### src/rtl/ram_fill_loader.sv
// ---------------------------------------------------------------------------
// ram_fill_loader
//
// Port-B write initiator for the system RAM. Two jobs share the port:
//   * fill sweep : on clear_req, writes the latched fill byte to every address
//                  from CLR_START to CLR_END (inclusive), one per free cycle.
//   * image load : while dl_active is high, downloaded bytes are queued in a
//                  2-entry FIFO and written at dl_addr + DL_OFFSET (mod 2^16).
// cpu_hold is raised while either job is active so the CPU port stays quiet.
// ram_stall from the port-B arbiter holds the pending item for a cycle.
//
// Ports:
//   clk_sys    in   system clock
//   reset      in   asynchronous, active-high reset
//   clear_req  in   1-cycle pulse, starts (or restarts) a fill sweep
//   fill_val   in   fill byte, sampled when the sweep starts
//   dl_active  in   download window (level)
//   dl_wr      in   1-cycle byte strobe
//   dl_addr    in   byte address of the downloaded byte
//   dl_data    in   downloaded byte
//   ram_stall  in   port B unavailable this cycle
//   ram_ad_b   out  write address (registered)
//   ram_d_b    out  write data (registered)
//   ram_cs_b   out  write select, one cycle per write (registered)
//   ram_we_b   out  write enable, identical to ram_cs_b (registered)
//   cpu_hold   out  high whenever the loader is not idle (registered)
//   done       out  1-cycle pulse at the end of a sweep or a load (registered)
//   overflow   out  sticky, a byte was dropped; cleared on entry to LOAD
// ---------------------------------------------------------------------------
module ram_fill_loader #(
  parameter logic [15:0] CLR_START = 16'h0000,
  parameter logic [15:0] CLR_END   = 16'hFFFF,
  parameter logic [15:0] DL_OFFSET = 16'h0000
) (
  input  logic        clk_sys,
  input  logic        reset,
  input  logic        clear_req,
  input  logic [7:0]  fill_val,
  input  logic        dl_active,
  input  logic        dl_wr,
  input  logic [15:0] dl_addr,
  input  logic [7:0]  dl_data,
  input  logic        ram_stall,
  output logic [15:0] ram_ad_b,
  output logic [7:0]  ram_d_b,
  output logic        ram_cs_b,
  output logic        ram_we_b,
  output logic        cpu_hold,
  output logic        done,
  output logic        overflow
);

  localparam logic [1:0] ST_IDLE  = 2'd0;
  localparam logic [1:0] ST_CLEAR = 2'd1;
  localparam logic [1:0] ST_LOAD  = 2'd2;
  localparam logic [1:0] ST_DRAIN = 2'd3;

  // Controller state
  logic [1:0]  state_r;
  logic [1:0]  state_s;
  logic [15:0] cnt_r;
  logic [15:0] cnt_s;
  logic [7:0]  fill_r;
  logic [7:0]  fill_s;
  // Set in the cycle the CLR_END write is on the bus; the sweep then finishes.
  logic        clr_last_r;
  logic        clr_last_s;

  // Download FIFO (2 entries, pointer based)
  logic [15:0] fifo_ad_r [2];
  logic [7:0]  fifo_d_r  [2];
  logic        rd_ptr_r;
  logic        wr_ptr_r;
  logic [1:0]  fifo_cnt_r;
  logic [1:0]  fifo_cnt_s;
  logic        fifo_empty_s;
  logic        fifo_full_s;
  logic [15:0] push_ad_s;

  // Per-cycle decisions
  logic        push_s;
  logic        pop_s;
  logic        drop_s;
  logic        ovf_clr_s;
  logic        done_s;
  logic        issue_s;
  logic [15:0] issue_ad_s;
  logic [7:0]  issue_d_s;

  // Registered outputs
  logic [15:0] ad_r;
  logic [7:0]  d_r;
  logic        wr_en_r;
  logic        hold_r;
  logic        done_r;
  logic        ovf_r;

  // FIFO status and the offset address of an incoming byte
  always_comb begin
    fifo_empty_s = (fifo_cnt_r == 2'd0);
    fifo_full_s  = (fifo_cnt_r == 2'd2);
    push_ad_s    = dl_addr + DL_OFFSET;
  end

  // Next-state and write-issue decisions for the loader
  always_comb begin
    state_s    = state_r;
    cnt_s      = cnt_r;
    fill_s     = fill_r;
    clr_last_s = 1'b0;
    push_s     = 1'b0;
    pop_s      = 1'b0;
    drop_s     = 1'b0;
    ovf_clr_s  = 1'b0;
    done_s     = 1'b0;
    issue_s    = 1'b0;
    issue_ad_s = ad_r;
    issue_d_s  = d_r;

    case (state_r)
      ST_IDLE: begin
        // A fill request wins over an open download window.
        if (clear_req) begin
          state_s = ST_CLEAR;
          fill_s  = fill_val;
          cnt_s   = CLR_START;
        end else if (dl_active) begin
          state_s   = ST_LOAD;
          ovf_clr_s = 1'b1;
        end else begin
          state_s = ST_IDLE;
        end
      end

      ST_CLEAR: begin
        // The sweep owns the port; download bytes cannot be queued.
        drop_s = dl_wr;
        if (clear_req) begin
          cnt_s  = CLR_START;
          fill_s = fill_val;
        end else if (clr_last_r) begin
          done_s  = 1'b1;
          cnt_s   = CLR_START;
          state_s = ST_IDLE;
        end else if (!ram_stall) begin
          issue_s    = 1'b1;
          issue_ad_s = cnt_r;
          issue_d_s  = fill_r;
          // Stop at CLR_END rather than wrapping the counter.
          if (cnt_r == CLR_END) begin
            clr_last_s = 1'b1;
          end else begin
            cnt_s = cnt_r + 16'd1;
          end
        end else begin
          cnt_s = cnt_r;
        end
      end

      ST_LOAD: begin
        pop_s  = !ram_stall && !fifo_empty_s;
        // A full FIFO still accepts a byte when an entry leaves this cycle.
        push_s = dl_wr && (!fifo_full_s || pop_s);
        drop_s = dl_wr && !push_s;
        if (!dl_active) begin
          state_s = ST_DRAIN;
        end else begin
          state_s = ST_LOAD;
        end
      end

      ST_DRAIN: begin
        pop_s  = !ram_stall && !fifo_empty_s;
        drop_s = dl_wr;
        // An empty FIFO here means the last pop is already on the bus.
        if (dl_active) begin
          state_s   = ST_LOAD;
          ovf_clr_s = 1'b1;
        end else if (fifo_empty_s) begin
          done_s  = 1'b1;
          state_s = ST_IDLE;
        end else begin
          state_s = ST_DRAIN;
        end
      end

      default: begin
        state_s = ST_IDLE;
      end
    endcase

    if (pop_s) begin
      issue_s    = 1'b1;
      issue_ad_s = fifo_ad_r[rd_ptr_r];
      issue_d_s  = fifo_d_r[rd_ptr_r];
    end else begin
      issue_s = issue_s;
    end
  end

  // FIFO occupancy after this cycle's push and pop
  always_comb begin
    fifo_cnt_s = fifo_cnt_r;
    case ({push_s, pop_s})
      2'b10:   fifo_cnt_s = fifo_cnt_r + 2'd1;
      2'b01:   fifo_cnt_s = fifo_cnt_r - 2'd1;
      default: fifo_cnt_s = fifo_cnt_r;
    endcase
  end

  // FIFO storage and pointers
  always_ff @(posedge clk_sys or posedge reset) begin
    if (reset) begin
      fifo_ad_r[0] <= 16'h0000;
      fifo_ad_r[1] <= 16'h0000;
      fifo_d_r[0]  <= 8'h00;
      fifo_d_r[1]  <= 8'h00;
      rd_ptr_r     <= 1'b0;
      wr_ptr_r     <= 1'b0;
      fifo_cnt_r   <= 2'd0;
    end else begin
      if (push_s) begin
        fifo_ad_r[wr_ptr_r] <= push_ad_s;
        fifo_d_r[wr_ptr_r]  <= dl_data;
        wr_ptr_r            <= ~wr_ptr_r;
      end
      if (pop_s) begin
        rd_ptr_r <= ~rd_ptr_r;
      end
      fifo_cnt_r <= fifo_cnt_s;
    end
  end

  // Controller state, sweep counter and registered port-B outputs
  always_ff @(posedge clk_sys or posedge reset) begin
    if (reset) begin
      state_r    <= ST_IDLE;
      cnt_r      <= CLR_START;
      fill_r     <= 8'h00;
      clr_last_r <= 1'b0;
      ad_r       <= 16'h0000;
      d_r        <= 8'h00;
      wr_en_r    <= 1'b0;
      hold_r     <= 1'b0;
      done_r     <= 1'b0;
      ovf_r      <= 1'b0;
    end else begin
      state_r    <= state_s;
      cnt_r      <= cnt_s;
      fill_r     <= fill_s;
      clr_last_r <= clr_last_s;
      ad_r       <= issue_ad_s;
      d_r        <= issue_d_s;
      wr_en_r    <= issue_s;
      hold_r     <= (state_s != ST_IDLE);
      done_r     <= done_s;
      // A dropped byte in the same cycle as a LOAD entry is still reported.
      if (drop_s) begin
        ovf_r <= 1'b1;
      end else if (ovf_clr_s) begin
        ovf_r <= 1'b0;
      end
    end
  end

  assign ram_ad_b = ad_r;
  assign ram_d_b  = d_r;
  assign ram_cs_b = wr_en_r;
  assign ram_we_b = wr_en_r;
  assign cpu_hold = hold_r;
  assign done     = done_r;
  assign overflow = ovf_r;

endmodule

### config.mk
export PLATFORM = sky130hd
export DESIGN_NAME = ram_fill_loader
export DESIGN_NICKNAME = d
export VERILOG_FILES = /design/src/rtl/ram_fill_loader.sv
export SDC_FILE = /design/constraint.sdc
export NUM_CORES = 1
export LEC_CHECK = 0
export BUFFER_PORTS_ARGS = -buffer_cell sky130_fd_sc_hd__clkbuf_2
export CORE_MARGIN = 1
export CORE_UTILIZATION = 59
export CTS_CLUSTER_DIAMETER = 150
export DETAILED_ROUTE_END_ITERATION = 10
export GPL_ROUTABILITY_DRIVEN = 0
export GPL_TIMING_DRIVEN = 1
export HOLD_SLACK_MARGIN = 0.1
export PLACE_DENSITY = 0.81
export SLEW_MARGIN = 15
export SYNTH_ARGS = -nofsm -noshare
export SYNTH_HDL_FRONTEND = slang
export SYNTH_SLANG_ARGS = --single-unit
### constraint.sdc
create_clock -name clk_sys -period 7.4 [get_ports clk_sys]
set_input_delay 1.48 -clock clk_sys [delete_from_list [all_inputs] [get_ports clk_sys]]
set_output_delay 1.48 -clock clk_sys [all_outputs]
set_load 0.005 [all_outputs]
==> results.yml <==
finish:
  insertedDiodeCount: 0
  instances_no_fill: 618
  areaGrowthSynthToFinish_pct: 9.95
  nNetsFinal: 553
  drive_above_1_share_pct: 26.9
synth:
  synthFlopType: "dfrtp_1"
  synthCells: 456
  ys_ff_latch: 107
  seq_area_frac_synth_pct: 51.7
  synth_cell_types: 55
  synthArstFlopShare_pct: 100
  syn_avg_cell_area_um2: 11.4
  synth_area_um2: 5180
  yosysWarnings: 0
  syn_nets: 501
  synth_edf_count: 0
die:
  dieArea_um2: 9160
  die_x_um: 95.7
  core.rowCount: 33
  die_h_um: 95.7
  initial_utilization_pct: 62.1
  ios: 67
  core-area_um2: 8340
clock_network:
  insertion_delay_ns: 0.37
  clock_sinks: 107
  clk_pin_slew_worst_paths_ns: 0.10
  htreeDepth: 3
  cts_buffers: 9
  cts_resized: 0
  cts_tree: "done"
  post_cts_buffers: 0
  root_buffer: "clkbuf_8"
  hold_buffers: 0
  clockBufferDepth: 2
routing:
  drtPass1Iterations: 5
  drt_iter0_markers: 170
  drc: 0
  wl_per_cell_um: 17.0
  post_drt_via_cell_ratio: 6.04
  wl_um: 10500
  vias: 3734
  final_antenna_net_count: 0
run:
  cap_violations: 0
sta:
  rsz0062_at_grt: "false"
  setup_viol: 0
  setup_ws_ns: 4.69
  fin_crit_ns: 2.71
  hold_ws_ns: 0.503
  maxSlewViolCount: 0
  tightest_slew_ns: 0.966
  finalClockSkew_ns: 0.0104
  maxSlewHeadroom_pct: 35.6
  fmax_mhz: 369
  fin_setup_tns_ns: 0
  hold_viol: 0
  post-route-period-util_pct: 36.6
global_route:
  overflow: 0
  grt_pass1_vias: 3655
  grt_start_max_net_pins: 62
  antenna_found_initial: 0
  grt_util_all_layers_pct: 25.1
  grt_pass1_wl_um: 17500
critical_path:
  cpPeakStageDelay_ns: 0.58
  worstSetupPathDepth: 5
  worstPathCellList: "clkbuf_2 -> nor3b_4 -> nand2b_1 -> nand2_1 -> a31oi_1"
  cp-end-kind: "flip-flop"
  worstPathArrival_ns: 2.92
  cp.required_ns: 7.62
  r2r_cells: 6
  cp.buffers_inverters: 1
  crit_fanout: 26
  critical_path_class: "input port to flip-flop"
  cp-startpoint: "clear_req"
  cp-start-kind: "input port"
  r2r-start: "state_r[1]$_DFF_PP0_"
  crit_slowest_cell: "nand2b_1"
  critPathTopFamily: "simple AND/OR/NAND/NOR gates"
place:
  hpwlAfterDp_um: 7290
  dp_cells: 602
  io_buffers: 66
  post-place-ws_ns: 4.30
worst_hold_path:
  min_path_type: "flip-flop to flip-flop"
  hold_start: "fifo_ad_r[9]$_DFFE_PP0P_"
  min_path_cells: 1
pwr:
  powerDensity_nw_per_um2: 377
  vdd_drop_max_mv: 0.210
  power.leakage_nw: 2.56
run_status:
  status: "finished clean"
## cell usage after synthesis (3+ instances only)
| cell | n | area [µm²] |
|---|---|---|
| a211oi_1 | 25 | 188 |
| a21oi_1 | 7 | 35.0 |
| a31oi_1 | 29 | 181 |
| and4_1 | 4 | 35.0 |
| buf_2 | 9 | 45.0 |
| buf_4 | 4 | 30.0 |
| buf_6 | 4 | 45.0 |
| clkbuf_1 | 12 | 45.0 |
| dfrtp_1 | 107 | 2680 |
| ha_1 | 7 | 87.6 |
| inv_1 | 8 | 30.0 |
| mux2_1 | 20 | 225 |
| mux2_2 | 17 | 191 |
| mux2_4 | 20 | 300 |
| nand2_1 | 63 | 236 |
| nand2b_1 | 6 | 37.5 |
| nand3_1 | 13 | 65.1 |
| nand4_1 | 4 | 25.0 |
| nor2_1 | 8 | 30.0 |
| nor2b_1 | 25 | 156 |
| o211ai_1 | 3 | 22.5 |
| o21ai_0 | 16 | 80.1 |
| or3_1 | 4 | 25.0 |
| xnor2_1 | 4 | 35.0 |
## path summary, 6_finish.rpt
kind                                             to  slack [ns]
min in group asynchronous     fill_r[1]$_DFFE_PP0P_        1.22
max in group asynchronous     cnt_r[10]$_DFFE_PP0P_        5.09
max reg2reg                 ram_ad_b[8]$_DFFE_PP0P_        5.05
max                         ram_ad_b[8]$_DFFE_PP0P_        4.69
min                        fifo_ad_r[9]$_DFFE_PP0P_        0.50
min reg2reg                fifo_ad_r[9]$_DFFE_PP0P_        0.50
## state kept, by name (all words and copies together), names as in the netlist
register and count:
clr_last_r 1, cnt_r 16, cpu_hold 1, done 1, fifo_ad_r 32, fifo_cnt_r 2
fifo_d_r 16, fill_r 8, overflow 1, ram_ad_b 16, ram_cs_b 1, ram_d_b 8
rd_ptr_r 1, state_r 2, wr_ptr_r 1
## where the power goes
group / switching [mW] / internal (mW) / leakage, nW / total (mW)
sequential: 0.162 / 0.838 / 1.32 / 1.00
combinational: 0.401 / 0.413 / 1.15 / 0.815
clock: 0.206 / 0.128 / 0.0890 / 0.333
## cells in the final DEF, fill, tap and decap left out, drive strengths merged, types with 3 or more instances in the layout
master | synthesis | routed
nand4 | 4 | 4
nand2b | 6 | 6
and4 | 5 | 5
o21ai | 17 | 17
nor2 | 11 | 11
clkbuf | 12 | 75
mux2 | 57 | 57
clkinv | 0 | 3
o211ai | 4 | 4
buf | 17 | 4
or3 | 4 | 4
ha | 7 | 7
inv | 9 | 11
a21oi | 7 | 7
a211oi | 25 | 25
a31oi | 29 | 29
nand3 | 13 | 13
dfrtp | 107 | 107
nand2 | 65 | 65
xnor2 | 4 | 4
nor2b | 25 | 25
## layout make-up
| cell class | count | area (µm²) |
|---|---|---|
| inverters | 9 | 36.3 |
| clock inverters | 7 | 62.6 |
| multi-input cells | 311 | 2300 |
| fillers | 620 | 2650 |
| repair buffers | 70 | 360 |
| well taps | 105 | 131 |
| flip-flops and latches | 107 | 2680 |
| clock buffers | 9 | 124 |
## stage by stage
step                      power (mW)  util (%)  area, µm²
after floorplan                 1.59         -       5180
after global placement          1.78      66.1       5510
after detailed placement        1.83      66.1       5510
after CTS                       2.16      68.3       5700
after global routing            2.30      68.3       5700
final                           2.15      68.3       5700
## layer usage
layer	global-route usage [%]	routed length (µm)
met4	7.71	178
met1	33.4	4580
met3	5.69	634
met2	41.3	5100
met5	0	0
## cell families (layout without fill, tap and decap cells)
group | Yosys count | after routing | synth area share (%)
flip-flops | 107 | 107 | 51.7
AND/OR/NAND/NOR | 144 | 144 | 15.0
buffers and inverters | 38 | 95 | 3.84
adder cells (fa/ha/maj) | 7 | 7 | 1.69
XOR/XNOR | 5 | 5 | 0.845
AO/OA/AOI/OAI | 97 | 97 | 12.9
multiplexers | 58 | 58 | 14.0
(Power assumes the default switching activity.)
